[config.mk]
export PLATFORM = sky130hd
export DESIGN_NAME = random_delay_scheduler
export DESIGN_NICKNAME = d
export VERILOG_FILES = /design/src/rtl/reaction_timer_pkg.sv /design/src/rtl/tick_prescaler.sv /design/src/rtl/random_delay_scheduler.sv
export SDC_FILE = /design/constraint.sdc
export NUM_CORES = 1
export LEC_CHECK = 0
export ABC_AREA = 1
export CAP_MARGIN = 20
export CORE_ASPECT_RATIO = 2
export CORE_MARGIN = 2
export CORE_UTILIZATION = 45
export CTS_BUF_LIST = sky130_fd_sc_hd__clkbuf_16
export DETAILED_ROUTE_END_ITERATION = 7
export PLACE_DENSITY = 0.67
export SLEW_MARGIN = 25
export SYNTH_ARGS = -nofsm -noshare
export SYNTH_HDL_FRONTEND = slang
export SYNTH_SLANG_ARGS = --single-unit
[constraint.sdc]
create_clock -name clk -period 4.2 [get_ports clk]
set_input_delay 1.05 -clock clk [delete_from_list [all_inputs] [get_ports clk]]
set_output_delay 1.05 -clock clk [all_outputs]
set_load 0.03 [all_outputs]
[src/rtl/reaction_timer_pkg.sv]
// Shared types and helpers for the reaction timer: scheduler state encoding,
// default tick prescale and the foreperiod counter width.
package reaction_timer_pkg;

  typedef enum logic [2:0] {
    StIdle,
    StDraw,
    StSettle,
    StArmed,
    StGo,
    StFalseStart
  } sched_state_t;

  // 1 ms tick at a 50 MHz system clock.
  localparam int unsigned DefaultClksPerTick = 50000;

  // Width that holds MIN + (2**range_bits - 1) without wrapping.
  function automatic int unsigned delay_width(input int unsigned min_ticks,
                                              input int unsigned range_bits);
    return $clog2(min_ticks + (32'd1 << range_bits));
  endfunction

endpackage

[src/rtl/tick_prescaler.sv]
// Free-running modulo-ClksPerTick counter with synchronous clear and enable;
// tick is high for the single cycle the counter sits at its terminal value.
module tick_prescaler import reaction_timer_pkg::*; #(
  parameter int unsigned ClksPerTick = DefaultClksPerTick
) (
  input  logic clk,
  input  logic rst_n,
  input  logic clr,
  input  logic en,
  output logic tick
);

  localparam int unsigned CntW = (ClksPerTick > 1) ? $clog2(ClksPerTick) : 1;
  localparam logic [CntW-1:0] LastCnt = CntW'(ClksPerTick - 1);
  localparam logic [CntW-1:0] CntOne  = CntW'(1);

  logic [CntW-1:0] cnt_q, cnt_d;

  assign tick = en && !clr && (cnt_q == LastCnt);

  always_comb begin
    cnt_d = cnt_q;
    if (clr) begin
      cnt_d = '0;
    end else if (en) begin
      cnt_d = tick ? '0 : cnt_q + CntOne;
    end
  end

  always_ff @(posedge clk or negedge rst_n) begin
    if (!rst_n) begin
      cnt_q <= '0;
    end else begin
      cnt_q <= cnt_d;
    end
  end

endmodule

[src/rtl/random_delay_scheduler.sv]
// Random foreperiod sequencer: steps the RNG, waits for it to settle, counts
// MIN_DELAY_TICKS + rngValue[RANGE_BITS-1:0] ticks, then raises the stimulus.
// Define FALSE_START_DETECT_EN to build the FALSE_START state.
module random_delay_scheduler import reaction_timer_pkg::*; #(
  parameter int unsigned CLKS_PER_TICK   = DefaultClksPerTick,
  parameter int unsigned MIN_DELAY_TICKS = 1000,
  parameter int unsigned RANGE_BITS      = 11,
  parameter int unsigned RNG_LATENCY     = 2
) (
  input  logic        clk,
  input  logic        rst_n,
  input  logic        start,
  input  logic        abort,
  input  logic        response,
  input  logic [15:0] rngValue,
  output logic        rngStep,
  output logic        busy,
  output logic        stimulusOn,
  output logic        goPulse,
  output logic        respondedPulse,
  output logic        falseStart
);

  localparam int unsigned DelayW = delay_width(MIN_DELAY_TICKS, RANGE_BITS);
  localparam int unsigned LatW   = $clog2(RNG_LATENCY + 1);

  localparam logic [DelayW-1:0] MinDelay = DelayW'(MIN_DELAY_TICKS);
  localparam logic [DelayW-1:0] DelayOne = DelayW'(1);
  localparam logic [LatW-1:0]   LatInit  = LatW'(RNG_LATENCY);
  localparam logic [LatW-1:0]   LatOne   = LatW'(1);

  sched_state_t      state_q, state_d;
  logic [LatW-1:0]   lat_q, lat_d;
  logic [DelayW-1:0] delay_q, delay_d;
  logic              tick;

  logic rng_step_d, busy_d, stim_d, go_pulse_d, responded_d;

  // Only the low RANGE_BITS of the RNG feed the delay.
  logic unused_rng;
  assign unused_rng = ^rngValue;

  tick_prescaler #(
    .ClksPerTick(CLKS_PER_TICK)
  ) u_prescaler (
    .clk  (clk),
    .rst_n(rst_n),
    .clr  (state_q != StArmed),
    .en   (state_q == StArmed),
    .tick (tick)
  );

  always_comb begin
    state_d = state_q;
    lat_d   = lat_q;
    delay_d = delay_q;
    if (abort) begin
      state_d = StIdle;
    end else begin
      unique case (state_q)
        StIdle: begin
          if (start) state_d = StDraw;
        end
        StDraw: begin
          lat_d   = LatInit;
          state_d = StSettle;
        end
        StSettle: begin
          lat_d = lat_q - LatOne;
          if (lat_q == LatOne) begin
            delay_d = MinDelay + DelayW'(rngValue[RANGE_BITS-1:0]);
            state_d = StArmed;
          end
        end
        StArmed: begin
`ifdef FALSE_START_DETECT_EN
          if (response) begin
            state_d = StFalseStart;
          end else
`endif
          if (tick) begin
            delay_d = delay_q - DelayOne;
            if (delay_q == DelayOne) state_d = StGo;
          end
        end
        StGo: begin
          if (response) state_d = StIdle;
        end
`ifdef FALSE_START_DETECT_EN
        StFalseStart: begin
          if (start) state_d = StDraw;
        end
`endif
        default: state_d = StIdle;
      endcase
    end
  end

  // Outputs are registered from the next state so they line up with it.
  always_comb begin
    rng_step_d  = (state_d == StDraw);
    busy_d      = (state_d != StIdle) && (state_d != StFalseStart);
    stim_d      = (state_d == StGo);
    go_pulse_d  = (state_q != StGo) && (state_d == StGo);
    responded_d = (state_q == StGo) && (state_d == StIdle) && !abort;
  end

  always_ff @(posedge clk or negedge rst_n) begin
    if (!rst_n) begin
      state_q        <= StIdle;
      lat_q          <= '0;
      delay_q        <= '0;
      rngStep        <= 1'b0;
      busy           <= 1'b0;
      stimulusOn     <= 1'b0;
      goPulse        <= 1'b0;
      respondedPulse <= 1'b0;
    end else begin
      state_q        <= state_d;
      lat_q          <= lat_d;
      delay_q        <= delay_d;
      rngStep        <= rng_step_d;
      busy           <= busy_d;
      stimulusOn     <= stim_d;
      goPulse        <= go_pulse_d;
      respondedPulse <= responded_d;
    end
  end

`ifdef FALSE_START_DETECT_EN
  always_ff @(posedge clk or negedge rst_n) begin
    if (!rst_n) begin
      falseStart <= 1'b0;
    end else begin
      falseStart <= (state_d == StFalseStart);
    end
  end
`else
  assign falseStart = 1'b0;
`endif

endmodule

Yosys cells after proc, flatten, opt, wreduce, memory -nomap -nowiden

Index checks and enable logic that the tools add are counted.

Input bits: 21
Register bits after elaboration: 38
Output and inout bits: 6
Logic and storage cells: 58

Mux-type cells: 14
Bitwise gates (word level): 1
Reduce and logical (&&, ||, !) cells: 16
$add $sub $neg: 4
Eq/ne operators: 14

Operators with widths:

| operator                 | count |
|---|---|
| $mux W16                 | 3 |
| $mux W12                 | 2 |
| $pmux W12 S2             | 1 |
| $mux W3                  | 6 |
| $add A16 B1 Y16 const B  | 1 |
| $eq A16 B16 Y1 const B   | 1 |
| $pmux W3 S5              | 1 |
| $add A10 B11 Y12 const A | 1 |
| $eq A12 B1 Y1 const B    | 1 |
| $sub A12 B1 Y12 const B  | 1 |
| $eq A3 B1 Y1 const B     | 2 |
| $eq A3 B2 Y1 const B     | 2 |
| $eq A3 B3 Y1 const B     | 2 |
| $logic_and A1 B1 Y1      | 6 |
| $logic_not A3 Y1         | 2 |
| $ne A3 B3 Y1 const B     | 2 |
| $reduce_bool A2 Y1       | 3 |
| $ne A2 B2 Y1 const B     | 2 |
| $pmux W2 S2              | 1 |
| $reduce_and A4 Y1        | 1 |
| $ne A3 B2 Y1 const B     | 1 |
| $reduce_bool A3 Y1       | 1 |
| $eq A2 B1 Y1 const B     | 1 |
| $logic_not A1 Y1         | 2 |
| other kinds (3)          | 3 |

Longest topological paths before layout

Word-level depth: 10
Mapped depth: 13
Gate-level depth less buffers: 13

By module

Synthesis repeated with hierarchy kept, for this count alone.

Cell total of the unflattened synthesis: 355
Area, all modules: 2519.9 um^2

Modules (own cells, without submodules):

| module                 | area an instance (um^2) | sequential area each (um^2) | cells an instance | instances |
|---|---|---|---|---|
| random_delay_scheduler | 1485.2                  | 550.5                       | 213               | 1 |
| tick_prescaler         | 1034.7                  | 400.4                       | 142               | 1 |

Worst setup path after synthesis

OpenSTA, ideal clock, no wires.

Kind: input to register
Start: input rngValue[3]
End: register delay_q[11]
Setup time: 116 ps
Data required time: 4084 ps
Cell stages on the path: 7
Path slack: 2143 ps
Buffers on the path: 0
Arrival time: 1940 ps
Cell sequence: ha_1 -> nor3_1 -> nand2_1 -> o21ai_0 -> a21oi_2 -> nand2_1 -> nand2_1

Word-level cells in the longest chain between the ends: 3

RTL lines:

| element              | RTL line                      | source |
|---|---|---|
| start, declared      | random_delay_scheduler.sv:15  | `input logic [15:0] rngValue,` |
| $add A10 B11 Y12     | random_delay_scheduler.sv:71  | `delay_d = MinDelay + DelayW'(rngValue[RANGE_BITS-1:0]);` |
| $mux W12             | random_delay_scheduler.sv:70  | `if (lat_q == LatOne) begin` |
| $pmux W12 S2         | random_delay_scheduler.sv:60  | `unique case (state_q)` |
| end signal, assigned | random_delay_scheduler.sv:121 | `delay_q <= delay_d;` |
| end, declared        | random_delay_scheduler.sv:34  | `logic [DelayW-1:0] delay_q, delay_d;` |

Every way passes these cells. The select of a mux whose other input is x is not followed.
A chain may end at the register's enable or synchronous reset.

Worst setup path after layout

Same ends and word-level chain as after synthesis.

==> results.py <==
metrics = {
    "run_status": {
        "outcome": "finished, final reports clean",
    },
    "worst_setup_path": {
        "timing.critical_path.to_type": "flip-flop",
        "critical_path_peak_fanout": 3,
        "timing.critical_path.from_type": "input port",
        "max_stage_delay_ps": 450,
        "timing.critical_path.cells": "clkdlybuf4s50_1, ha_1, nor3_1, nand2_1, o21ai_0, a21oi_2, nand2_1, nand2_1",
        "path_depth": 8,
        "critical_path.startpoint": "rngValue[3]",
        "cp_data_arrival_time_ps": 2610,
        "critical-path-slowest-cell": "sky130_fd_sc_hd__clkdlybuf4s50_1",
        "critPathTopFamily": "simple AND/OR/NAND/NOR gates",
        "cp.required_ps": 4380,
        "cp.buffers_inverters": 1,
        "criticalPathCategory": "in -> reg",
        "r2r_slack_ps": 2370,
        "r2r-start": "state_q[2]$_DFF_PN0_",
        "worstRegToRegCells": 8,
        "endpoint": "delay_q[11]$_DFFE_PN0P_",
        "most_numerous_cell_on_the_critical_path": "sky130_fd_sc_hd__nand2_1",
        "crit-reg2reg-capture": "delay_q[3]$_DFFE_PN0P_",
    },
    "power": {
        "leakage_power_total_nw": 1.21,
        "worst_ir_drop_vdd_uv": 295,
        "cellPowerDensity_nw_per_um2": 463,
        "design_power_total_mw": 1.24,
    },
    "logic_synthesis": {
        "synthTopCellsByCount": "sky130_fd_sc_hd__nand2_1 (58), sky130_fd_sc_hd__nor2_1 (43), sky130_fd_sc_hd__inv_1 (41), sky130_fd_sc_hd__dfrtp_1 (38), sky130_fd_sc_hd__o21ai_0 (26)",
        "sequential_share_of_the_synthesized_area": 0.418,
        "post-synth-top-count-cell": "sky130_fd_sc_hd__nand2_1",
        "asyncSetResetFlopFracSynth": 1.00,
        "synth_top_cell_by_area": "sky130_fd_sc_hd__dfrtp_1",
        "post_synth_instance_area_um2": 2270,
        "synth-seq-cells": 38,
        "postSynthCellCount": 301,
        "ys_top_cells_by_area": "sky130_fd_sc_hd__dfrtp_1 (42%), sky130_fd_sc_hd__nand2_1 (9.6%), sky130_fd_sc_hd__nor2_1 (7.1%)",
        "netlist-cell-type-count": 35,
        "postSynthNetCount": 327,
        "synth-edff-count": 0,
        "synth_ff_type": "sky130_fd_sc_hd__dfrtp_1",
        "syn_avg_cell_area_um2": 7.56,
        "synth.yosys.warnings": 0,
        "synth_top_area_frac": 0.418,
    },
    "placed_design": {
        "gp_routability_congestion": 0.840,
        "numPortBuffers": 20,
        "post_dp_cell_area_um2": 2500,
        "post-place-ws_ps": 1450,
        "dp_hpwl_um": 3630,
        "dp_cells": 373,
    },
    "final_layout": {
        "fill_cell_instance_count_of_the_final_layout": 469,
        "nNetsFinal": 349,
        "multi_input_area_um2": 1110,
        "flow.area_growth_from_synthesis_pct": 17.3,
        "layout_cells_sized_above_1": 0.105,
        "register_area_um2": 951,
        "final_cells": 381,
        "finalInstanceArea_um2": 2670,
        "num_antenna_cells": 0,
        "utilization": 0.549,
    },
    "clock_tree": {
        "tritoncts_num_sinks": 38,
        "clock_tree.root_cell": "sky130_fd_sc_hd__clkbuf_16",
        "cts_tree": "done",
        "cts.htree.levels": 2,
        "postCtsHoldBufs": 0,
        "post-cts-setup-buffers": 0,
        "post_cts.resized_instances": 0,
        "cts_buffers": 5,
        "path_clk_slew_ps": 60,
        "clock_path_buffers": 2,
        "clk_latency_ps": 280,
    },
    "floorplan": {
        "initial_core_util": 0.468,
        "die-area_um2": 5670,
        "design.portCount": 27,
        "standard_cell_rows": 36,
        "dieHeight_um": 105,
        "core_region_area_um2": 4860,
        "die-width_um": 54.3,
    },
    "global_routing": {
        "antenna_found_initial": 0,
        "gr-total-overflow": 0,
        "grt_pass1_wl_um": 8850,
        "grt_start_max_net_pins": 39,
        "track_usage": 0.207,
        "grt_pass1_vias": 2058,
    },
    "drt": {
        "routed-via-count": 1948,
        "post_drt_wl_per_cell_um": 12.5,
        "drt-pass1-iter-count": 4,
        "drt_first_iter_violations": 26,
        "vias_per_cell": 5.11,
        "route.final.wire_length_um": 4780,
        "drc": 0,
        "postRouteAntennaNets": 0,
    },
    "sta": {
        "clk_skew_ps": 3.20,
        "slew_headroom": 0.444,
        "layout_worst_path_cycle_share": 0.579,
        "post-route-min-period_ps": 2430,
        "final-hold-violation-count": 0,
        "worstMarginPinSlew_ps": 835,
        "postLayoutSetupSlackWorst_ps": 1770,
        "hold_ws_ps": 464,
        "final.setup.tns_ps": 0,
        "timing.fmax_mhz": 411,
        "report.final.slew_viol_count": 0,
        "final_setup_violations": 0,
        "rsz_0062_raised_after_global_routing": "no",
    },
    "flow_run": {
        "maxCapViolations": 0,
    },
    "worst_hold_path": {
        "worst_hold_path_type": "reg -> reg",
    },
}
## layout make-up
class	count	share of cell area
tap	57	0.0267
timing repair buffer	21	0.0759
clock buffer	5	0.0469
multi-input combinational	214	0.416
inverter	43	0.0609
clock inverter	3	0.0169
sequential	38	0.356
## state kept, by name (all words and copies together) (netlist names)
| signal | count |
|---|---|
| goPulse | 1 |
| lat_q | 2 |
| delay_q | 12 |
| respondedPulse | 1 |
| u_prescaler.cnt_q | 16 |
| busy | 1 |
| rngStep | 1 |
| stimulusOn | 1 |
| state_q | 3 |
## logic make-up after synthesis
group | Yosys count | synth area share
fa+ha+maj | 5 | 0.0275
flops | 38 | 0.418
compound gates | 54 | 0.134
buf+inv | 49 | 0.0935
simple gates | 146 | 0.294
xor+xnor | 8 | 0.0308
other cells | 1 | 0.00165
## cell usage in the layout, fill, tap and decap left out, types with 4 or more instances in the layout
cell type | synthesis | layout
sky130_fd_sc_hd__a21oi_1 | 16 | 16
sky130_fd_sc_hd__clkbuf_16 | 0 | 5
sky130_fd_sc_hd__clkdlybuf4s50_1 | 0 | 19
sky130_fd_sc_hd__dfrtp_1 | 38 | 38
sky130_fd_sc_hd__ha_1 | 5 | 5
sky130_fd_sc_hd__inv_1 | 41 | 41
sky130_fd_sc_hd__nand2_1 | 58 | 58
sky130_fd_sc_hd__nand2_2 | 4 | 4
sky130_fd_sc_hd__nand3_1 | 13 | 13
sky130_fd_sc_hd__nand4_1 | 4 | 4
sky130_fd_sc_hd__nor2_1 | 43 | 43
sky130_fd_sc_hd__nor2_2 | 5 | 5
sky130_fd_sc_hd__nor3_1 | 8 | 8
sky130_fd_sc_hd__o21ai_0 | 26 | 26
sky130_fd_sc_hd__xor2_1 | 7 | 7
## report_power, final
group	switching (mW)	internal (mW)
registers	0.0541	0.438
logic	0.200	0.111
clock network	0.153	0.280
total	0.407	0.829
## worst reg2reg max path, stage by stage (launching register included)
cell and delay [ps]:
sky130_fd_sc_hd__dfrtp_1 440, sky130_fd_sc_hd__inv_1 160, sky130_fd_sc_hd__nand3_1 80, sky130_fd_sc_hd__buf_4 220
sky130_fd_sc_hd__a21oi_1 300, sky130_fd_sc_hd__nand2_4 160, sky130_fd_sc_hd__clkinv_2 180, sky130_fd_sc_hd__o21ai_0 120
sky130_fd_sc_hd__o21ai_0 90
## worst min-delay path by stage
stage	start	to	slack, ps	cells after the start
after CTS	u_prescaler.cnt_q[0]$_DFF_PN0_	u_prescaler.cnt_q[0]$_DFF_PN0_	470	1
after global routing	u_prescaler.cnt_q[0]$_DFF_PN0_	u_prescaler.cnt_q[0]$_DFF_PN0_	500	1
after floorplan	u_prescaler.cnt_q[0]$_DFF_PN0_	u_prescaler.cnt_q[0]$_DFF_PN0_	430	1
after global placement	u_prescaler.cnt_q[15]$_DFF_PN0_	u_prescaler.cnt_q[15]$_DFF_PN0_	460	1
final	u_prescaler.cnt_q[0]$_DFF_PN0_	u_prescaler.cnt_q[0]$_DFF_PN0_	460	1
after detailed placement	u_prescaler.cnt_q[0]$_DFF_PN0_	u_prescaler.cnt_q[0]$_DFF_PN0_	460	1
## routing by layer
layer | wire length (um) | GRT usage | part of all wire
met2 | 2730 | 0.363 | 0.57
met1 | 1800 | 0.222 | 0.38
met3 | 82 | 0.0271 | 0.017
met4 | 165 | 0.109 | 0.035
met5 | 0 | 0 | 0
Note: power is estimated with default switching activity, not from simulation.
